**config.mk**
```make
export PLATFORM = sky130hd
export DESIGN_NAME = mips_register_file
export DESIGN_NICKNAME = d
export VERILOG_FILES = /design/src/rtl/mips_register_file.sv
export SDC_FILE = /design/constraint.sdc
export NUM_CORES = 2
export LEC_CHECK = 0
export ABC_CLOCK_PERIOD_IN_PS = 5100
export BUFFER_PORTS_ARGS = -buffer_cell sky130_fd_sc_hd__buf_4
export CORE_MARGIN = 2
export CORE_UTILIZATION = 68
export CTS_CLUSTER_SIZE = 24
export DETAILED_ROUTE_END_ITERATION = 6
export GPL_TIMING_DRIVEN = 0
export PLACE_DENSITY_LB_ADDON = 0.12
export SLEW_MARGIN = 20
export SYNTH_ARGS = -nofsm -noshare
export SYNTH_HDL_FRONTEND = slang
export SYNTH_SLANG_ARGS = --single-unit
export TNS_END_PERCENT = 1
```
**constraint.sdc**
```tcl
create_clock -name clk -period 5.1 [get_ports clk]
set_clock_uncertainty 0.1 [all_clocks]
set_input_delay 0.255 -clock clk [delete_from_list [all_inputs] [get_ports clk]]
set_output_delay 0.255 -clock clk [all_outputs]
set_load 0.02 [all_outputs]
```
**src/rtl/mips_register_file.sv**
```systemverilog
// 32 x 32-bit MIPS register file: two combinational read ports, one synchronous write port.
// Optional REGFILE_BYPASS_EN adds same-cycle write-through forwarding to both read ports.
module mips_register_file #(
  parameter int unsigned          DATA_W   = 32,
  parameter int unsigned          ADDR_W   = 5,
  parameter int unsigned          SP_INDEX = 29,
  parameter logic [DATA_W-1:0]    SP_RESET = 32'h0000_03FC
) (
  input  logic              clk,
  input  logic              reset,
  input  logic [ADDR_W-1:0] read_reg1,
  input  logic [ADDR_W-1:0] read_reg2,
  input  logic [ADDR_W-1:0] write_reg,
  input  logic [DATA_W-1:0] write_data,
  input  logic              reg_write,
  output logic [DATA_W-1:0] read_data1,
  output logic [DATA_W-1:0] read_data2,
  output logic [15:0]       write_count
);

  localparam int unsigned DEPTH = 2 ** ADDR_W;

  logic [DATA_W-1:0] regs_q [DEPTH];
  logic [15:0]       write_count_q;
  logic [15:0]       write_count_d;
  logic              wr_en;

  // $zero writes are dropped entirely, so they never reach the array or the counter
  assign wr_en         = reg_write && (write_reg != '0);
  assign write_count_d = write_count_q + 16'd1;

  always_ff @(posedge clk) begin
    if (reset) begin
      for (int i = 0; i < DEPTH; i++) begin
        regs_q[i] <= (i == int'(SP_INDEX)) ? SP_RESET : '0;
      end
      write_count_q <= '0;
    end else if (wr_en) begin
      regs_q[write_reg] <= write_data;
      write_count_q     <= write_count_d;
    end
  end

  always_comb begin
    read_data1 = (read_reg1 == '0) ? '0 : regs_q[read_reg1];
    read_data2 = (read_reg2 == '0) ? '0 : regs_q[read_reg2];
`ifdef REGFILE_BYPASS_EN
    if (wr_en && !reset && (read_reg1 == write_reg)) read_data1 = write_data;
    if (wr_en && !reset && (read_reg2 == write_reg)) read_data2 = write_data;
`endif
  end

  assign write_count = write_count_q;

endmodule

```
==> metrics.txt <==
Worst Path Required 4740 ps; Hold Vio Cnt, Final 0; final setup fails 0; Slew Viols, Final 0; Logic pwr share around 14%; Relative slew margins between 7 and 8%; wire per inst ~40 microns; Setup Crit Path Kind in -> out; DR vias 39363; Horiz. Die Dim 289.8 microns; RSZ-0062 raised after global routing false; Worst Hold Path EP write_count[3]$_SDFFE_PP0P_; sequential power share a little under 50%; pin count of the biggest net entering global routing 33; Worst VDD drop 0.3028 mV; R2R depth 4; Worst-path clk slew roughly 60 ps; Internal 15.22 mW; Die ar. 83990 sq um; Port Buffers 120; sw frac between 20% and 30%; 1st-pass router iterations 7; share of the synthesized area in the top cell type a little under three fifths; clk_lat worst skew ~700 ps; Reg2Reg Capture Point write_count[15]$_SDFFE_PP0P_; ys async rst share 0%; P_leak 21.27 nW; Tcrit/Tclk final 93.60%; syn avg cell area 15.00 sq um; initial drt markers slightly below 8000; Crit. End Element output port; detailed-route vias per instance 7.646; r2r startpoint write_count[6]$_SDFFE_PP0P_; share of cells above drive strength 1 approximately a quarter; worst hold path class in -> reg; Worst Hold Depth 5; routability cong. about 1.1; Core Util, Final between 70% and 80%; initial antenna violation count 8; CP dominant cell by count buf_2; CP Launch Type primary input; Root Driver clkbuf_16; number of synthesized flops with an enable pin about 1000; cell area power density roughly 340 nW/um^2; DRC Markers 2; Syn Std Cell Area about 56000 sq um; Synth Flop Type edfxtp_1; main area contributors after synthesis edfxtp_1 55%, mux4_2 18%, and2_1 11%; CP max FO 12; violated checks design-rule violations; met2 Use GR 67.59%; Nets around 4000; sequential share of the synthesized area 55.93%; total CTS buffers roughly 110; CTS Sinks around 1000; Syn Inst Count approximately 3700; hold path start write_reg[0]; Clock Tree Buf Depth 3; worst slew pin tran roughly 1400 ps; CP arrival around 4400 ps; Post-Place Cells 4914; ANT nets after route 0; I/O pin count 130; first-pass GRT wire length 280.3 mm; R2R Setup Slk roughly 3400 ps; DP HPWL about 130 mm; CTS tree yes; CP cell instances buf_2 -> inv_2 -> buf_2 -> buf_2 -> buf_2 -> o21ai_0 -> a311oi_1 -> buf_4; Tot GR Track Use about half; slowest cell on the critical path a311oi_1; H-tree level count 3; Yosys warning count 0; Max Cap Viol 0; vias in the first global route 38359; row count about 100; Critical Path Max Stage Delay 1140 ps; Seq cells post-synth approximately 1000; CTS-repair resized insts 0; Top Usage Layer GRT met2; core area a little over 80000 sq um; Starting Density between 60% and 70%; synth unique cells 52; outcome finished, violations left; Synth area leader edfxtp_1; final WL 202.7 mm; Total Neg Setup Slack 0 ps; Psw between 5 and 6 mW; Fmax 209.5 MHz; die height 289.8 microns; total gr overflow 0; Final Non-Filler Cells 5148; met3 global-route usage 19.00%; Layout area overhead 10.95%; met1 usage 61.84%; most frequent cell after synthesis edfxtp_1; Clock power frac a little under two fifths; post-layout min period 4774 ps; top cells by count, synth 1024 x edfxtp_1, 987 x and2_1, 448 x mux4_2
==> how the worst max path moves through the flow <==
stage / slack [ps] / startpoint / to
final: 330 / read_reg2[0] / read_data2[0]
after global routing: 750 / read_reg2[0] / read_data2[0]
after CTS: 1190 / read_reg2[0] / read_data2[14]
after detailed placement: 1190 / read_reg2[0] / read_data2[14]
after global placement: 1220 / read_reg2[0] / read_data2[14]
after floorplan: 2910 / read_reg2[0] / read_data2[12]
==> kinds of logic (layout without fill, tap and decap cells) <==
family,Yosys count,in the layout,synth area share [%]
other cells,1,39,0.006751
flops,1040,1040,55.93
xor+xnor,4,4,0.06308
fa+ha+maj,1,1,0.02252
buf+inv,405,752,3.759
simple gates,1218,1218,13.40
compound gates,393,393,5.023
mux,641,641,21.79
==> layer usage <==
layer	wire length, microns	share of wire, %
met2	84650	42
met5	82	0.040
met3	34130	17
met4	19550	9.6
met1	64270	32
==> layout by cell type (no fill, tap or decap), types with 46 or more instances in the layout <==
cell type / synthesis / final
a211oi_1: 64 / 64
mux2i_1: 129 / 129
mux2_2: 64 / 64
clkbuf_16: 0 / 107
a311oi_1: 64 / 64
buf_2: 74 / 74
mux4_2: 448 / 448
nor2b_1: 66 / 66
buf_4: 40 / 160
clkbuf_1: 241 / 251
a22oi_1: 64 / 64
and2_1: 987 / 987
o21ai_1: 97 / 97
a221oi_1: 46 / 46
edfxtp_1: 1024 / 1024
==> critical path, delay by kind of cell <==
family                 cells  cell delay, ps
AO/OA/AOI/OAI              2            1750
buffers and inverters      6            2380
==> layout make-up <==
| type | instances | area, sq um |
|---|---|---|
| Timing Repair Buffer | 155 | 1271 |
| Clock buffer | 119 | 2723 |
| Multi-Input combinational cell | 2289 | 22540 |
| Antenna cell | 7 | 17.52 |
| Sequential cell | 1040 | 31070 |
| Buffer | 402 | 2082 |
| Tap cell | 1060 | 1326 |
| Clock inverter | 73 | 593.1 |
| Inverter | 3 | 11.26 |
| Fill cell | 4863 | 19050 |
==> sequential cells by signal (all words and copies together) (netlist names) <==
signal	count
regs_q	1024
write_count	16
==> per-stage QoR <==
step / power (mW) / area [sq um] / hold WS [ps] / worst slack (ps)
floorplan: 11.77 / 55660 / 334.5 / 2912
global placement: 12.84 / 57890 / 385.3 / 1215
detailed placement: 12.92 / 57900 / 394.3 / 1193
CTS: 20.37 / 61540 / 117.8 / 1190
global route: 20.93 / 61610 / 177.2 / 751.1
finish: 20.74 / 61630 / 120.4 / 326.2
==> what timing repair did <==
item,in CTS,in global routing
hold buffers,33,0
buffers inserted,0,0
hold endpoints to repair,36,0
==> power groups by stage <==
stage          clock network (mW)  registers [mW]  logic, mW
6_report                     7.78            10.1       2.85
5_1_grt                      7.95            10.1       2.84
2_1_floorplan                   0            10.2       1.61
3_3_place_gp                    0            10.2       2.62
4_1_cts                      7.60            10.1       2.68
3_5_place_dp                    0            10.3       2.65
Note: power is estimated with default switching activity, not from simulation.
